### src/rtl/axi4lite_master_bridge.sv
// axi4lite_master_bridge
// Turns one request at a time from the NPU-side request port into an AXI4-Lite
// transaction toward the data-memory slave, then returns read data and error
// status on the response port.
//
// Ports
//   clk, rst                          clock, synchronous active-high reset
//   req_valid/req_ready               request handshake (ready only in IDLE)
//   req_write, req_addr, req_wdata,
//   req_wstrb                         request fields, latched on acceptance
//   rsp_valid/rsp_ready               response handshake
//   rsp_rdata, rsp_err                read data (0 for writes), slave error flag
//   m_aw*, m_w*, m_b*, m_ar*, m_r*    AXI4-Lite master channels
//   state_dbg                         current FSM state, for observation only
//
// Handshake rule on every channel: a transfer happens on a rising edge where
// valid && ready are both high; a valid, once raised, stays high (with stable
// payload) until that edge.

module axi4lite_master_bridge #(
    parameter int ADDR_WIDTH = 32,
    parameter int DATA_WIDTH = 32
) (
    input  logic                    clk,
    input  logic                    rst,

    input  logic                    req_valid,
    output logic                    req_ready,
    input  logic                    req_write,
    input  logic [ADDR_WIDTH-1:0]   req_addr,
    input  logic [DATA_WIDTH-1:0]   req_wdata,
    input  logic [DATA_WIDTH/8-1:0] req_wstrb,

    output logic                    rsp_valid,
    input  logic                    rsp_ready,
    output logic [DATA_WIDTH-1:0]   rsp_rdata,
    output logic                    rsp_err,

    output logic [ADDR_WIDTH-1:0]   m_awaddr,
    output logic [2:0]              m_awprot,
    output logic                    m_awvalid,
    input  logic                    m_awready,

    output logic [DATA_WIDTH-1:0]   m_wdata,
    output logic [DATA_WIDTH/8-1:0] m_wstrb,
    output logic                    m_wvalid,
    input  logic                    m_wready,

    input  logic [1:0]              m_bresp,
    input  logic                    m_bvalid,
    output logic                    m_bready,

    output logic [ADDR_WIDTH-1:0]   m_araddr,
    output logic [2:0]              m_arprot,
    output logic                    m_arvalid,
    input  logic                    m_arready,

    input  logic [DATA_WIDTH-1:0]   m_rdata,
    input  logic [1:0]              m_rresp,
    input  logic                    m_rvalid,
    output logic                    m_rready,

    output logic [2:0]              state_dbg
);

    typedef enum logic [2:0] {
        S_IDLE = 3'd0,
        S_WR   = 3'd1,
        S_WB   = 3'd2,
        S_RA   = 3'd3,
        S_RD   = 3'd4,
        S_RSP  = 3'd5
    } state_t;

    state_t                  state_q, state_d;
    logic                    aw_done_q, aw_done_d;
    logic                    w_done_q, w_done_d;
    logic                    req_ready_q;
    logic [ADDR_WIDTH-1:0]   addr_q;
    logic [DATA_WIDTH-1:0]   wdata_q;
    logic [DATA_WIDTH/8-1:0] wstrb_q;
    logic [DATA_WIDTH-1:0]   rdata_q, rdata_d;
    logic                    err_q, err_d;
    logic                    accept;

    assign accept = (state_q == S_IDLE) && req_valid && req_ready_q;

    always_comb begin
        state_d   = state_q;
        aw_done_d = aw_done_q;
        w_done_d  = w_done_q;
        rdata_d   = rdata_q;
        err_d     = err_q;
        m_awvalid = 1'b0;
        m_wvalid  = 1'b0;
        m_bready  = 1'b0;
        m_arvalid = 1'b0;
        m_rready  = 1'b0;
        rsp_valid = 1'b0;
        case (state_q)
            S_IDLE: begin
                if (accept) begin
                    aw_done_d = 1'b0;
                    w_done_d  = 1'b0;
                    state_d   = req_write ? S_WR : S_RA;
                end
            end
            S_WR: begin
                // AW and W run independently so a slave that waits for AW
                // before raising wready (or the reverse) cannot deadlock us.
                m_awvalid = !aw_done_q;
                m_wvalid  = !w_done_q;
                if (!aw_done_q && m_awready) aw_done_d = 1'b1;
                if (!w_done_q && m_wready)   w_done_d  = 1'b1;
                if (aw_done_d && w_done_d)   state_d   = S_WB;
            end
            S_WB: begin
                m_bready = 1'b1;
                if (m_bvalid) begin
                    err_d   = (m_bresp != 2'b00);
                    rdata_d = '0;
                    state_d = S_RSP;
                end
            end
            S_RA: begin
                m_arvalid = 1'b1;
                if (m_arready) state_d = S_RD;
            end
            S_RD: begin
                m_rready = 1'b1;
                if (m_rvalid) begin
                    rdata_d = m_rdata;
                    err_d   = (m_rresp != 2'b00);
                    state_d = S_RSP;
                end
            end
            S_RSP: begin
                rsp_valid = 1'b1;
                if (rsp_ready) state_d = S_IDLE;
            end
            default: state_d = S_IDLE;
        endcase
    end

    always_ff @(posedge clk) begin
        if (rst) begin
            state_q     <= S_IDLE;
            aw_done_q   <= 1'b0;
            w_done_q    <= 1'b0;
            req_ready_q <= 1'b0;
            addr_q      <= '0;
            wdata_q     <= '0;
            wstrb_q     <= '0;
            rdata_q     <= '0;
            err_q       <= 1'b0;
        end else begin
            state_q     <= state_d;
            aw_done_q   <= aw_done_d;
            w_done_q    <= w_done_d;
            rdata_q     <= rdata_d;
            err_q       <= err_d;
            // Registered so it stays low for the cycle right after reset and
            // rises the cycle after a response handshake.
            req_ready_q <= (state_d == S_IDLE);
            if (accept) begin
                addr_q  <= req_addr;
                wdata_q <= req_wdata;
                wstrb_q <= req_wstrb;
            end
        end
    end

    assign req_ready = req_ready_q;
    assign rsp_rdata = rdata_q;
    assign rsp_err   = err_q;
    assign m_awaddr  = addr_q;
    assign m_araddr  = addr_q;
    assign m_wdata   = wdata_q;
    assign m_wstrb   = wstrb_q;
    assign m_awprot  = 3'b000;
    assign m_arprot  = 3'b000;
    assign state_dbg = state_q;

endmodule

### config.mk
export PLATFORM = sky130hd
export DESIGN_NAME = axi4lite_master_bridge
export DESIGN_NICKNAME = d
export VERILOG_FILES = /design/src/rtl/axi4lite_master_bridge.sv
export SDC_FILE = /design/constraint.sdc
export NUM_CORES = 1
export LEC_CHECK = 0
export CAP_MARGIN = 10
export CORE_ASPECT_RATIO = 0.75
export CORE_MARGIN = 10
export CORE_UTILIZATION = 40
export CTS_BUF_LIST = sky130_fd_sc_hd__clkbuf_4 sky130_fd_sc_hd__clkbuf_8 sky130_fd_sc_hd__clkbuf_16
export DETAILED_ROUTE_END_ITERATION = 6
export GPL_TIMING_DRIVEN = 0
export PLACE_DENSITY = 0.95
export SLEW_MARGIN = 30
export SYNTH_ARGS = -nofsm -noshare
export SYNTH_HDL_FRONTEND = slang
export SYNTH_SLANG_ARGS = --single-unit
### constraint.sdc
create_clock -name clk -period 3 [get_ports clk]
set_clock_uncertainty 0.05 [all_clocks]
set_input_delay 0.75 -clock clk [delete_from_list [all_inputs] [get_ports clk]]
set_output_delay 0.75 -clock clk [all_outputs]
set_load 0.02 [all_outputs]
==> out/qor.txt, run 1 <==
CP required -> 2.20 ns
Nets -> 911
Syn avg cell area -> 7.986 um^2
CP Cell Sequence -> buf_2 -> nor3b_4 -> buf_2 -> clkdlybuf4s50_1
Via Count -> 4,545
H-tree depth -> 3
Initial DRC Count -> 211
Worst slew pin tran -> 0.5664 ns
YS warnings -> 0
Register area share after synthesis -> 51.09%
Slowest stage delay, CP -> 0.64 ns
First-pass GRT wire length -> 24,800 um
Crit share post-route -> 94.36%
Via density -> 4.845
Slew margin rel. -> 62.24%
Top area cells in the synthesized netlist -> dfxtp_1 (51%), nand2_1 (15%), a21oi_1 (12%)
Num CTS Buffers -> 9
Cell Area, Synth -> 4193 um^2
Worst Slack Setup Final -> 0.1692 ns
Die Ht -> 108.7 um
HPWL after DPL -> 13,170 um
Hold WC Path Type -> reg2reg
Detailed-router iteration count before antenna repair -> 5
Tot Pwr -> 4251 uW
GRT Overall Usage -> 20.29%
Count of cell types in the netlist -> 28
CTS Buffer Depth -> 2
Critical path arrival -> 2.03 ns
Core area -> 10,250 um^2
Largest net degree at the start of global routing -> 17
Slew Viols, Final -> 0
Max cap viols -> 0
Core Rows -> 32
Antenna violations before repair -> 0
Fraction of layout instances using a drive strength above 1 -> 9.863%
Critical path's most frequent cell -> buf_2
Dpl cells -> 921
Die width -> 138.2 um
Setup violations, final -> 0
Clk_lat worst skew -> 0.33 ns
Leakage -> 0.002680 uW
Peak supply drop -> 0.4520 mV
CTS root buf -> clkbuf_16
DR DRC count -> 0
Die Area -> 15,020 um^2
Clock share of power -> 28.8%
Logic pwr share -> 32.6%
Routability congestion estimate -> 0.8341
Sequential share of power -> 38.6%
Area Overhead vs Synth -> 73.17%
Synth top area share -> 51.09%
Final ANT Viol Nets -> 0
Switch Pwr -> 1306 uW
Final core utilization -> 70.84%
Critical path's slowest cell -> clkdlybuf4s50_1
PD cells -> 585.5 nW/um^2
Status -> complete, no violations
Total internal power -> 2945 uW
CP Launch Type -> register
Place WS -> 0.2806 ns
Vias in the first global route -> 4,547
DR WL/cell -> 17.17 um
Final Hold Vio Count -> 0
Post-synthesis cell count -> 525
Crit. End Element -> primary output
Starting Density -> 40.91%
Maximum fanout along the worst path -> 10
Cell taking the most area after synthesis -> dfxtp_1
Crit path kind -> reg2out
FMAX -> 353.3 MHz
Total gr overflow -> 0
Switching Fraction -> 30.71%
Clock Sinks -> 107
Post-CTS Hold Buffers -> 0
Post-route insts no fill -> 938
Sum Neg Setup Slack -> 0 ns
Most frequent cells in the layout -> clkdlybuf4s50_1 (253), nand2_1 (171), dfxtp_1 (107)
Seq cells post-synth -> 107
Ports -> 263
Flop-to-flop setup slack -> 1.28 ns
Tmin final -> 2.831 ns
RSZ-0062 raised after global routing -> no
Reg clk slew, reported paths -> 0.07 ns
WL final -> 16,110 um
CTS tree -> yes
Commonest non-fill, non-tap cell in the layout -> clkdlybuf4s50_1
Port Buffers -> 255
what timing repair did:
item	CTS	global route
endpoints found under the setup margin	1	2
cloned	0	0
setup buffers	1	0
gates resized for setup	0	2
pin swaps	0	0
worst max-delay path, delay by kind of cell, from the launching register on:
kind / cells / cell delay, ns
AND/OR/NAND/NOR: 1 / 0.24
buffers and inverters: 3 / 1.10
flip-flops: 1 / 0.36
stage by stage:
stage	area, um^2	hold WS (ns)
floorplan	4212	0.4387
global placement	6934	0.3879
detailed placement	6934	0.3944
CTS	7253	0.4021
global route	7258	0.4201
finish	7261	0.3997
layout make-up:
type | count | area [um^2]
buffer | 77 | 470.5
timing repair buffer | 256 | 2565
tap | 136 | 170.2
clock inverter | 5 | 78.83
antenna | 1 | 2.502
fill | 777 | 2989
inverter | 2 | 7.507
multi-input combinational | 344 | 1592
clock buffer | 10 | 232.7
sequential | 107 | 2142
per-layer routing:
layer	global-route usage (%)	wire (um)	up-vias
met5	0	0	-
met3	8.732	1530	18
met1	21.82	6141	2119
met4	5.330	256	0
li1	-	-	2225
met2	36.31	8182	183
Yosys cell counts:
master	instances
a21oi_1	101
buf_4	43
dfxtp_1	107
a211oi_1	2
o221a_1	1
inv_1	2
or3_1	1
o311ai_0	1
a21oi_2	1
conb_1	1
nor3b_4	1
nor3_2	1
o22ai_1	1
a21o_1	1
nor2_1	8
nor3b_1	2
or3b_1	1
clkbuf_1	18
nand3b_1	5
and4b_1	1
nor3_1	1
a22oi_1	2
mux2i_1	1
nand3b_4	1
o2bb2ai_1	2
buf_2	16
nand2_1	171
nand3_1	32
worst paths after layout:
| kind | end | start | depth (start not counted) |
|---|---|---|---|
| worst max register to register | m_wdata[6] | state_dbg[2] | 6 |
| worst min register to register | rsp_rdata[7] | rsp_rdata[7] | 2 |
| worst max-delay path | m_rready | state_dbg[2] | 4 |
| worst min-delay path | rsp_rdata[7] | rsp_rdata[7] | 2 |
flip-flops by register name, indices dropped and copies added (netlist names):
register / cells
w_done_q: 1
req_ready: 1
rsp_err: 1
m_wdata: 32
m_wstrb: 4
rsp_rdata: 32
aw_done_q: 1
m_araddr: 32
state_dbg: 3
power groups by stage:
| stage | logic (uW) | clock network (uW) | registers [uW] |
|---|---|---|---|
| final | 1390 | 1230 | 1640 |
| after CTS | 1400 | 1260 | 1640 |
| after global placement | 1370 | 0 | 1660 |
| after floorplan | 558 | 0 | 1820 |
| after global routing | 1490 | 1310 | 1660 |
| after detailed placement | 1390 | 0 | 1670 |
logic make-up (layout without fill, tap and decap cells):
| group | Yosys count | after routing | synth area share [%] |
|---|---|---|---|
| AND/OR/NAND/NOR | 225 | 225 | 22.98 |
| flip-flops | 107 | 107 | 51.09 |
| buffers and inverters | 79 | 350 | 11.40 |
| multiplexers | 1 | 1 | 0.2387 |
| other | 1 | 7 | 0.08944 |
| AO/OA/AOI/OAI | 112 | 112 | 14.20 |
Power figures use the tool's default switching activity.
==> run 2, diff against run 1 <==
--- a/config.mk
+++ b/config.mk
@@ -12,7 +12,7 @@
 export CTS_BUF_LIST = sky130_fd_sc_hd__clkbuf_4 sky130_fd_sc_hd__clkbuf_8 sky130_fd_sc_hd__clkbuf_16
 export DETAILED_ROUTE_END_ITERATION = 6
 export GPL_TIMING_DRIVEN = 0
-export PLACE_DENSITY = 0.95
+export PLACE_DENSITY = 0.88
 export SLEW_MARGIN = 30
 export SYNTH_ARGS = -nofsm -noshare
 export SYNTH_HDL_FRONTEND = slang
==> out/qor.txt, run 2 (synthesized netlist as in run 1, its figures left out) <==
Commonest non-fill, non-tap cell in the layout -> clkdlybuf4s50_1
Port Buffers -> 255 (unchanged)
Logic pwr share -> 32.5% (about the same)
Largest net degree at the start of global routing -> 17 (unchanged)
Crit path kind -> reg2out
Tmin final -> 2.806 ns (-0.02445 ns)
Total gr overflow -> 0 (unchanged)
Critical path's most frequent cell -> buf_2
Core Rows -> 32 (unchanged)
CP required -> 2.20 ns (about the same)
Final ANT Viol Nets -> 0 (unchanged)
Most frequent cells in the layout -> clkdlybuf4s50_1 (253), nand2_1 (171), dfxtp_1 (107)
Buffer and inverter count on the worst path -> 3 (unchanged)
CTS root buf -> clkbuf_16
Slowest stage delay, CP -> 0.64 ns (about the same)
Status -> complete, no violations
HPWL after DPL -> 13,130 um (-0.35%)
Routability congestion estimate -> 0.8189 (-1.8%)
Via density -> 4.824 (-0.44%)
Final core utilization -> 70.89% (about the same)
CTS tree -> yes
PD cells -> 588.4 nW/um^2 (+0.49%)
Antenna violations before repair -> 0 (unchanged)
First-pass GRT wire length -> 24,720 um (-0.33%)
Worst slew pin tran -> 0.5628 ns (-0.003642 ns)
Maximum fanout along the worst path -> 10 (unchanged)
Die Area -> 15,020 um^2 (unchanged)
Critical path arrival -> 2.01 ns (-0.02 ns)
Setup violations, final -> 0 (unchanged)
CTS Buffer Depth -> 2 (unchanged)
Via Count -> 4,525 (-0.44%)
Peak supply drop -> 0.3731 mV (-17%)
H-tree depth -> 3 (unchanged)
Crit share post-route -> 93.54% (-0.81 points)
GRT Overall Usage -> 20.30% (about the same)
Area Overhead vs Synth -> 73.29% (about the same)
WL final -> 16,170 um (+0.38%)
Clock Sinks -> 107 (unchanged)
Reg clk slew, reported paths -> 0.07 ns (about the same)
Core area -> 10,250 um^2 (unchanged)
Min-Delay Endpoint -> rsp_rdata[10]
Hold_sp -> rsp_rdata[10]
Nets -> 911 (unchanged)
Initial DRC Count -> 180 (-15%)
Slew margin rel. -> 62.48% (+0.24 points)
DR DRC count -> 0 (unchanged)
Flop-to-flop setup slack -> 1.24 ns (-0.04 ns)
Clock share of power -> 29.1% (+0.3 points)
Switch Pwr -> 1317 uW (+0.87%)
Num CTS Buffers -> 9 (unchanged)
Die Ht -> 108.7 um (unchanged)
R2R cell count -> 6 (unchanged)
Top delay family on crit path -> buffers and inverters
Final Hold Vio Count -> 0 (unchanged)
Clk_lat worst skew -> 0.33 ns (about the same)
Sum Neg Setup Slack -> 0 ns (unchanged)
Starting Density -> 40.91% (unchanged)
Max cap viols -> 0 (unchanged)
CP Cell Sequence -> buf_2 -> nor3b_4 -> buf_2 -> clkdlybuf4s50_1
Ports -> 263 (unchanged)
Total internal power -> 2958 uW (+0.42%)
Worst hold stages -> 2 (unchanged)
RSZ-0062 raised after global routing -> no
Fraction of layout instances using a drive strength above 1 -> 9.863% (unchanged)
Vias in the first global route -> 4,598 (+1.1%)
Slew Viols, Final -> 0 (unchanged)
Leakage -> 0.002677 uW (-0.11%)
Crit. End Element -> primary output
Detailed-router iteration count before antenna repair -> 7 (+2)
R2R Path Start -> state_dbg[1]
Crit Reg-Reg Endpoint -> rsp_rdata[15]
FMAX -> 356.3 MHz (+0.87%)
Hold WC Path Type -> reg2reg
CP Launch Type -> register
Sequential share of power -> 38.5% (about the same)
Die width -> 138.2 um (unchanged)
Switching Fraction -> 30.81% (+0.094 points)
Critical path's slowest cell -> clkdlybuf4s50_1
# fillers -> 791 (+1.8%)
DR WL/cell -> 17.24 um (+0.38%)
[run 2: changes by cell type in the layout (fill, tap and decap cells not counted), sizes merged]
cell and change:
clkbuf +1, clkinvlp +1, clkinv -2
[run 2: what timing repair did]
item | in CTS | in global routing
setup buffers | 1 | 0
resized for setup | 0 | 2
hold endpoints to repair | 0 | 0
hold buffers | 0 | 0
pin swaps | 0 | 0
gates cloned | 0 | 0
endpoints found under the setup margin | 1 | 2
[run 2: cell type report]
type                    instances  area, um^2  share of cell area [%]
clock buffers                  11       240.2                   3.306
multi-input cells             344        1592                   21.90
inverters                       2       7.507                  0.1033
clock inverters                 4       76.32                   1.050
plain buffers                  77       470.5                   6.475
repair buffers                256        2565                   35.30
well taps                     136       170.2                   2.342
flip-flops and latches        107        2142                   29.48
diodes                          1       2.502                 0.03444
[run 2: worst register-to-register path: stages (launching register included)]
cell and delay (ns):
dfxtp_1 0.34, buf_4 0.18, nand3b_1 0.19, a21oi_2 0.38, buf_4 0.25, nand3_1 0.11
a21oi_1 0.18
[run 2: power groups by stage]
stage                     logic, uW  clock network, uW  registers (uW)
after floorplan                 558                  0            1820
after global placement         1360                  0            1670
after CTS                      1400               1270            1640
after detailed placement       1390                  0            1680
after global routing           1490               1330            1660
final                          1390               1240            1640
[run 2: metrics by stage]
stage	cells	area (um^2)	hold slack, ns	setup slack (ns)	power (uW)
after CTS	937	7258	0.4022	0.01946	4315
after global placement	921	6934	0.3886	0.3145	3026
after floorplan	530	4212	0.4387	0.8304	2375
after detailed placement	921	6934	0.3930	0.2993	3066
after global routing	937	7263	0.4227	0.09971	4477
final	938	7266	0.4012	0.1937	4275
[run 2: routing by layer]
metal	GRT usage, %	up-vias	share of wire, %
li1	-	2222	-
met1	21.90	2088	39
met2	36.21	190	51
met3	8.297	25	8.6
met4	6.156	0	2.0
met5	0	-	0
[run 2: worst max path at each step]
stage	start	end	slack [ns]	cells past startpoint
floorplan	state_dbg[0]	m_awvalid	0.83	3
global placement	state_dbg[2]	m_rready	0.31	4
detailed placement	state_dbg[2]	m_rready	0.30	4
CTS	state_dbg[0]	m_wvalid	0.02	4
global route	state_dbg[2]	m_rready	0.1	4
finish	state_dbg[2]	m_rready	0.19	4
